<file path="src/rtl/imem_dmem_arbiter.sv">
// imem_dmem_arbiter
// Shares one combinational-read memory port between the instruction-fetch
// requester (read-only) and the load/store requester (read/write). Every
// access goes through a fixed-latency request/response sequence so the
// pipeline can be exercised against non-ideal memory timing. Only one
// transaction is in flight at a time.
//
// Timing for a handshake in cycle t:
//   t              IDLE, ready high, payload latched
//   t+1..t+L-1     WAIT (absent when LATENCY == 1)
//   t+L            ACCESS, single mem_en strobe, read data captured
//   t+L+1 ..       RESP until the owner asserts resp_ready
module imem_dmem_arbiter #(
    parameter int DATA_WIDTH = 32,
    parameter int LATENCY    = 2
) (
    input  logic                    clk,
    input  logic                    rst,

    input  logic                    if_req_valid,
    output logic                    if_req_ready,
    input  logic [DATA_WIDTH-1:0]   if_addr,
    output logic                    if_resp_valid,
    input  logic                    if_resp_ready,
    output logic [DATA_WIDTH-1:0]   if_rdata,

    input  logic                    ls_req_valid,
    output logic                    ls_req_ready,
    input  logic [DATA_WIDTH-1:0]   ls_addr,
    input  logic                    ls_wen,
    input  logic [DATA_WIDTH-1:0]   ls_wdata,
    input  logic [DATA_WIDTH/8-1:0] ls_wmask,
    output logic                    ls_resp_valid,
    input  logic                    ls_resp_ready,
    output logic [DATA_WIDTH-1:0]   ls_rdata,

    output logic                    mem_en,
    output logic                    mem_wen,
    output logic [DATA_WIDTH-1:0]   mem_addr,
    output logic [DATA_WIDTH-1:0]   mem_wdata,
    output logic [DATA_WIDTH/8-1:0] mem_wmask,
    input  logic [DATA_WIDTH-1:0]   mem_rdata
);

    localparam int MASK_WIDTH = DATA_WIDTH / 8;

    // Number of WAIT cycles between acceptance and the memory access.
    localparam logic [3:0] WAIT_CYCLES = 4'(LATENCY - 1);

    // Owner / last-grant encoding: 0 = instruction fetch, 1 = load/store.
    localparam logic OWN_IF = 1'b0;
    localparam logic OWN_LS = 1'b1;

    typedef enum logic [1:0] {
        ST_IDLE,
        ST_WAIT,
        ST_ACCESS,
        ST_RESP
    } state_t;

    state_t                  state;
    state_t                  state_next;
    logic [3:0]              cnt;
    logic [3:0]              cnt_next;
    logic                    last_grant;
    logic                    owner;
    logic                    grant_if;
    logic                    grant_ls;
    logic                    owner_resp_ready;

    logic [DATA_WIDTH-1:0]   addr_q;
    logic                    wen_q;
    logic [DATA_WIDTH-1:0]   wdata_q;
    logic [MASK_WIDTH-1:0]   wmask_q;
    logic [DATA_WIDTH-1:0]   resp_q;

    // Round-robin arbitration in IDLE: on a tie the requester that was not
    // served last wins; a lone requester is always granted.
    always_comb begin
        grant_if = 1'b0;
        grant_ls = 1'b0;
        if (state == ST_IDLE) begin
            if (if_req_valid && ls_req_valid) begin
                if (last_grant == OWN_LS) begin
                    grant_if = 1'b1;
                end else begin
                    grant_ls = 1'b1;
                end
            end else if (if_req_valid) begin
                grant_if = 1'b1;
            end else if (ls_req_valid) begin
                grant_ls = 1'b1;
            end
        end
    end

    // Next-state logic; cnt holds the WAIT cycles still to run, so WAIT is
    // left on its last cycle and skipped entirely when LATENCY is 1.
    always_comb begin
        state_next       = state;
        cnt_next         = cnt;
        owner_resp_ready = (owner == OWN_LS) ? ls_resp_ready : if_resp_ready;
        case (state)
            ST_IDLE: begin
                if (grant_if || grant_ls) begin
                    cnt_next   = WAIT_CYCLES;
                    state_next = (WAIT_CYCLES == 4'd0) ? ST_ACCESS : ST_WAIT;
                end
            end
            ST_WAIT: begin
                cnt_next = cnt - 4'd1;
                if (cnt == 4'd1) begin
                    state_next = ST_ACCESS;
                end
            end
            ST_ACCESS: begin
                state_next = ST_RESP;
            end
            ST_RESP: begin
                if (owner_resp_ready) begin
                    state_next = ST_IDLE;
                end
            end
            default: begin
                state_next = ST_IDLE;
            end
        endcase
    end

    // State register, wait counter and arbitration history.
    always_ff @(posedge clk) begin
        if (rst) begin
            state      <= ST_IDLE;
            cnt        <= 4'd0;
            last_grant <= OWN_LS;
        end else begin
            state <= state_next;
            cnt   <= cnt_next;
            if (grant_if) begin
                last_grant <= OWN_IF;
            end else if (grant_ls) begin
                last_grant <= OWN_LS;
            end
        end
    end

    // Request payload latch on handshake and read-data capture in ACCESS;
    // stores return zero so the LSU sees a clean completion word.
    always_ff @(posedge clk) begin
        if (rst) begin
            owner   <= OWN_IF;
            addr_q  <= '0;
            wen_q   <= 1'b0;
            wdata_q <= '0;
            wmask_q <= '0;
            resp_q  <= '0;
        end else begin
            if (grant_if) begin
                owner   <= OWN_IF;
                addr_q  <= if_addr;
                wen_q   <= 1'b0;
                wdata_q <= '0;
                wmask_q <= '0;
            end else if (grant_ls) begin
                owner   <= OWN_LS;
                addr_q  <= ls_addr;
                wen_q   <= ls_wen;
                wdata_q <= ls_wdata;
                wmask_q <= ls_wmask;
            end
            if (state == ST_ACCESS) begin
                resp_q <= wen_q ? '0 : mem_rdata;
            end
        end
    end

    // Handshake, memory strobe and response outputs, all forced to zero
    // outside the state in which they are meaningful.
    always_comb begin
        if_req_ready  = grant_if;
        ls_req_ready  = grant_ls;
        mem_en        = (state == ST_ACCESS);
        mem_wen       = mem_en && wen_q;
        mem_addr      = mem_en ? addr_q  : '0;
        mem_wdata     = mem_en ? wdata_q : '0;
        mem_wmask     = mem_en ? wmask_q : '0;
        if_resp_valid = (state == ST_RESP) && (owner == OWN_IF);
        ls_resp_valid = (state == ST_RESP) && (owner == OWN_LS);
        if_rdata      = if_resp_valid ? resp_q : '0;
        ls_rdata      = ls_resp_valid ? resp_q : '0;
    end

endmodule

</file>
<file path="config.mk">
export PLATFORM = sky130hd
export DESIGN_NAME = imem_dmem_arbiter
export DESIGN_NICKNAME = d
export VERILOG_FILES = /design/src/rtl/imem_dmem_arbiter.sv
export SDC_FILE = /design/constraint.sdc
export NUM_CORES = 1
export LEC_CHECK = 0
export BUFFER_PORTS_ARGS = -buffer_cell sky130_fd_sc_hd__buf_2
export CAP_MARGIN = 40
export CORE_ASPECT_RATIO = 0.9
export CORE_UTILIZATION = 50
export DETAILED_ROUTE_END_ITERATION = 6
export PLACE_DENSITY = 0.93
export SYNTH_ARGS = -nofsm -noshare
export SYNTH_HDL_FRONTEND = slang
export SYNTH_SLANG_ARGS = --single-unit
</file>
<file path="constraint.sdc">
create_clock -name clk -period 3.3 [get_ports clk]
set_clock_uncertainty 0.2 [all_clocks]
set_input_delay 0.66 -clock clk [delete_from_list [all_inputs] [get_ports clk]]
set_output_delay 0.66 -clock clk [all_outputs]
set_load 0.05 [all_outputs]
</file>
## After elaboration in Yosys (flattened, before gate mapping)

Index checks and enable logic that the tools add are counted.

- Bits in registers: 109
- Word-level logic and storage cells: 55

- Add/subtract/negate cells: 1
- Equality and inequality tests: 7
- Mux-type cells: 26
- Bitwise operators: 1
- Reduce and logical (&&, ||, !) cells: 11

Operator list:

| operator | number |
|---|---|
| 2-to-1 mux 32 bit | 7 |
| 2-to-1 mux 1 bit | 12 |
| 2-to-1 mux 4 bit | 2 |
| case mux 2 bit (4 select lines) | 1 |
| case mux 4 bit (2 select lines) | 1 |
| 2-to-1 mux 2 bit | 3 |
| equality test 2 bit, second input constant | 2 |
| equality test 4 x 1 -> 1 bit, second input constant | 1 |
| logical AND 1 bit | 4 |
| != test 2 bit, second input constant | 2 |
| nonzero test 2 bit | 2 |
| subtractor 4 x 1 -> 4 bit, second input constant | 1 |
| AND reduction 3 bit | 1 |
| equality test 2 x 1 -> 1 bit, second input constant | 1 |
| logical NOT 2 bit | 1 |
| != test 2 x 1 -> 1 bit, second input constant | 1 |
| AND reduction 2 bit | 1 |
| OR reduction 2 bit | 1 |
| logical OR 1 bit | 1 |
| NOT 1 bit | 1 |

## Logic depth before layout (Yosys ltp)

- Word-level depth: 7
- Gate-level depth with buffers: 8
- Gate-level depth less buffers: 5

## Worst setup path after synthesis

OpenSTA, ideal clock, no wires.

- Path kind: reg2out
- From: register state[0]
- To: output port mem_wdata[14]
- Data arrival time: 2049 ps
- Path slack: 391 ps
- Cell stages (with the launch flop): 7
- Path buffers: 3
- Cells stage by stage: dfxtp_1 > inv_1 > ha_1 > buf_2 > clkbuf_1 > clkbuf_1 > and2_1

- Cells in the longest elaborated chain, start to end: 2

RTL lines:

| element | RTL line | text |
|---|---|---|
| start, declared | 61 | `state_t state;` |
| start signal, assigned | 137 | `state <= state_next;` |
| equality test 2 bit | 182 | `mem_en = (state == ST_ACCESS);` |
| net mem_en | 37 | `output logic mem_en,` |
| 2-to-1 mux 32 bit | 185 | `mem_wdata = mem_en ? wdata_q : '0;` |
| end, declared | 40 | `output logic [DATA_WIDTH-1:0] mem_wdata,` |

The timed path passes the listed nets, and every way through them passes these cells.

## Final worst setup path

- From: register state[1]
- To: output port if_req_ready

- Cells in the longest elaborated chain, start to end: 2

RTL lines:

| element | RTL line | text |
|---|---|---|
| logical NOT 2 bit | 82 | `if (state == ST_IDLE) begin` |
| 2-to-1 mux 1 bit | 82 |  |
| end, declared | 21 | `output logic if_req_ready,` |

No other way between the ends.

==> out/results.txt <==
The run finished with clean final reports. The worst stage delay on the critical path is 380 ps. The distinct cell type count of the synthesized netlist is 38, and the number of vias per cell is 5.38. TritonCTS created 9 clock buffers. The share of synthesized area in the top cell type comes to 39.5%. After synthesis the netlist holds a flip-flop and latch count of 109. Buffers placed on the I/O ports in this run total 276.

The post-cts sizing count is 0, and the estimated wirelength of the detail-placed design is 10800 um. Detailed routing inserted a total of 5805 vias. STA classifies the critical path startpoint as a flip-flop. The count of endpoints failing setup in the final report was 0; the power consumption was 4.85 mW. The area added between synthesis and finish was 30.1%. In this run the mean area of a mapped cell was 7.76 um^2. For the final hold violation count, the log shows 0.

The worst hold slack was 274 ps; the maximum number of pins on one net before global-route repair was 68. TritonCTS built the clock tree. The count of cells in the finished layout, fillers not included, comes to 1079. The combined buffer and inverter count along the critical path was 2; the number of antenna violations at the first check in global routing was 0.

The worst pin sits at a relative slew slack of 52.0%. For this run, the share of the core covered by cells in the final layout is 66.5%. In this run the power spent charging and discharging nets is 2.00 mW. The worst path needs 2830 ps of the cycle, external delays included.

The placer congestion estimate came out at 0.800. For this run, design rule violations remaining after detail routing come to 0. In the synthesized netlist the async set-or-reset flop fraction comes to 0%.

The run gives 4 as the first-pass iteration count of the detailed router. Launch instance of the worst register-to-register path: state[1]. The met1 usage in global routing is 30.2%.

For this design the ratio of total power to cell area is 675 nW/um^2. In this run the cell area of the synthesized design comes to 5530 um^2. The die extent in x is 113 um.

The critical setup path kind was reg -> out. The routed design has 15500 um of wire. During I/O placement, the number of pins put on the boundary was 277. Synthesis produced a netlist with a net count of 857. The most frequent cell after synthesis is sky130_fd_sc_hd__dfxtp_1.

The first-pass GRT wire length was 23500 um. The detail route stage leaves a number of antenna-violating nets equal to 0. The clock drives 109 sinks.

The tools report the worst path required time as 2440 ps. Setup repair after global routing left no endpoint under its margin. The fraction of final layout cells sized beyond drive strength 1 was 33.6%; the register clock-pin slew on the reported worst setup and hold paths was 80 ps. The longest clock path from root to sink contains 2 buffers. Launch point of the critical path: state[1]. The endpoint arrival time on the critical path was 1970 ps. The post-synthesis cell count was 712. The number of global-route vias before repair is 4986. Walking the worst path, the cells encountered are inv_1 -> ha_1 -> nand2_1 -> nor2_1 -> buf_2. The number of setup buffers added after CTS is 0.

By count the netlist is led by sky130_fd_sc_hd__dfxtp_1, sky130_fd_sc_hd__and2_1, sky130_fd_sc_hd__a21oi_1. In this design, the largest share of critical-path delay is due to simple AND/OR/NAND/NOR gates. The number of cell instances on the worst register-to-register path is 6, and the routed wirelength normalized by instance count is 14.4 um.

The internal portion of the total power is 2.85 mW. The run gives 354 MHz as the highest attainable clock frequency. For this run, the post-layout net count is 1086.

The register-to-register setup slack was 730 ps. Yosys mapped a number of flops with a built-in enable equal to 0. For met2 alone, demand over resource in global routing was 44.4%.

The root buffer cell chosen for the clock tree is sky130_fd_sc_hd__clkbuf_16. Of the available clock period, the critical path in the final layout requires 85.6%. The run gives 0 as the number of diodes. The floorplan step set the die height to 102 um. Leading area contributor after synthesis: sky130_fd_sc_hd__dfxtp_1. Global-route usage over all layers: 25.5%.

Most utilized layer in the global route result: met2. The critical path depth was 5. The run gives 36 as the number of placement rows. Count of placed standard cells including taps: 1063.

End of the critical path: if_req_ready. For this run the aggregate overflow at the end of global routing stands at 0. The path class of the tightest hold or removal check is reg -> reg.

The actual transition at the worst max-transition pin works out to 720 ps. The tool flagged a number of max-cap violations equal to 0. VDD sags by at most 0.000489 V.

The met3 global-route usage was 7.06%. In this run the static leakage power is 3.57 nW. The floorplan step defined a die boundary enclosing 11500 um^2.

The run gives 51.1% as the effective utilization at floorplan. The tools report the critical register-to-register path endpoint as wdata_q[18]. The tools report the core area as 10800 um^2. After synthesis, the cell types taking the most area are sky130_fd_sc_hd__dfxtp_1, sky130_fd_sc_hd__and2_1, sky130_fd_sc_hd__a21oi_1.

Of all nets on the critical path, the largest fanout is 15. Registers are responsible for 36.3% of the overall power. The total count of max-transition violations in the final report is 0. For this block, the initial DRC count from the detailed router was 396. The switching share of power is 41.2%, and the combinational share of power is 40.8%. The tools report the insertion delay of the later-clocked pin in the worst-skew pair as 340 ps. The sequential cell area fraction in the yosys report was 39.5%.

STA classifies the critical path endpoint as an output port. Of the total power, the clock network draws 22.9%. For the sum of negative setup slack, the log shows 0 ps. Buffers inserted to repair hold after CTS numbered 0. The largest individual stage delay along the critical path comes from the cell sky130_fd_sc_hd__nand2_1. The primary flip-flop cell chosen by synthesis mapping is sky130_fd_sc_hd__dfxtp_1. CTS built an H-tree with a depth of 3. For the number of warnings printed during yosys synthesis, the log shows 0.
layer usage:
metal  wire length (um)  vias to the layer above  part of all wire, %
li1                   -                     2903                    -
met1               6520                     2655                   42
met2               7620                      220                   49
met3                992                       27                  6.4
met4                371                        0                  2.4
met5                  0                        -                    0
per-stage QoR:
step,worst slack [ps],instance area [um^2]
final,474,7190
after global routing,290,7190
after CTS,459,7190
after detailed placement,767,6890
after global placement,818,6890
after floorplan,391,5530
layout make-up:
cell class	count	area, um^2
clock inverters	7	82.6
flip-flops and latches	109	2180
fillers	937	3620
multi-input cells	523	3000
inverters	5	18.8
repair buffers	293	1520
well taps	133	166
clock buffers	9	225
power by group through the flow:
stage | Sequential (mW) | Clock (mW) | Combinational [mW]
after floorplan | 1.73 | 0 | 1.59
after global placement | 1.78 | 0 | 1.93
after detailed placement | 1.79 | 0 | 1.98
after CTS | 1.76 | 1.14 | 1.98
after global routing | 1.80 | 1.20 | 2.19
final | 1.76 | 1.11 | 1.98
flip-flops by register name, indices dropped and copies added (netlist names):
register	count
owner	1
wmask_q	4
wdata_q	32
resp_q	32
wen_q	1
addr_q	32
last_grant	1
state	2
cnt	4
worst min-delay path, stage by stage (launching register included):
cell and delay (ps):
sky130_fd_sc_hd__dfxtp_1 310, sky130_fd_sc_hd__o21ai_0 60, sky130_fd_sc_hd__a21oi_1 60
cells by family after synthesis:
group | after synthesis | share of synthesized area, %
AO/OA/AOI/OAI | 185 | 19.7
flip-flops | 109 | 39.5
buffers and inverters | 80 | 6.50
adder cells (fa/ha/maj) | 6 | 1.36
AND/OR/NAND/NOR | 330 | 32.6
multiplexers | 2 | 0.362
how the worst min path moves through the flow:
stage                      startpoint           to  slack, ps  cells past startpoint
after global placement     wmask_q[1]   wmask_q[1]        260                      2
after CTS                  wmask_q[2]   wmask_q[2]        280                      2
after detailed placement  wdata_q[28]  wdata_q[28]        260                      2
final                     wdata_q[28]  wdata_q[28]        270                      2
after floorplan            wdata_q[0]   wdata_q[0]        250                      2
after global routing      wdata_q[30]  wdata_q[30]        300                      2
layout by cell type, fill, tap and decap left out, types with 2 or more instances in the layout:
master / instances
sky130_fd_sc_hd__mux2i_1: 2
sky130_fd_sc_hd__and3_1: 32
sky130_fd_sc_hd__a21oi_1: 73
sky130_fd_sc_hd__o21ai_0: 56
sky130_fd_sc_hd__buf_4: 16
sky130_fd_sc_hd__a311oi_1: 32
sky130_fd_sc_hd__clkbuf_16: 9
sky130_fd_sc_hd__buf_2: 276
sky130_fd_sc_hd__ha_1: 5
sky130_fd_sc_hd__and2_1: 105
sky130_fd_sc_hd__nand3_1: 71
sky130_fd_sc_hd__nand2b_1: 2
sky130_fd_sc_hd__nor2_1: 68
sky130_fd_sc_hd__inv_1: 5
sky130_fd_sc_hd__inv_8: 2
sky130_fd_sc_hd__dfxtp_1: 109
sky130_fd_sc_hd__o21ai_1: 15
sky130_fd_sc_hd__nand2_1: 7
sky130_fd_sc_hd__nor2b_1: 35
Power figures use the tool's default switching activity.
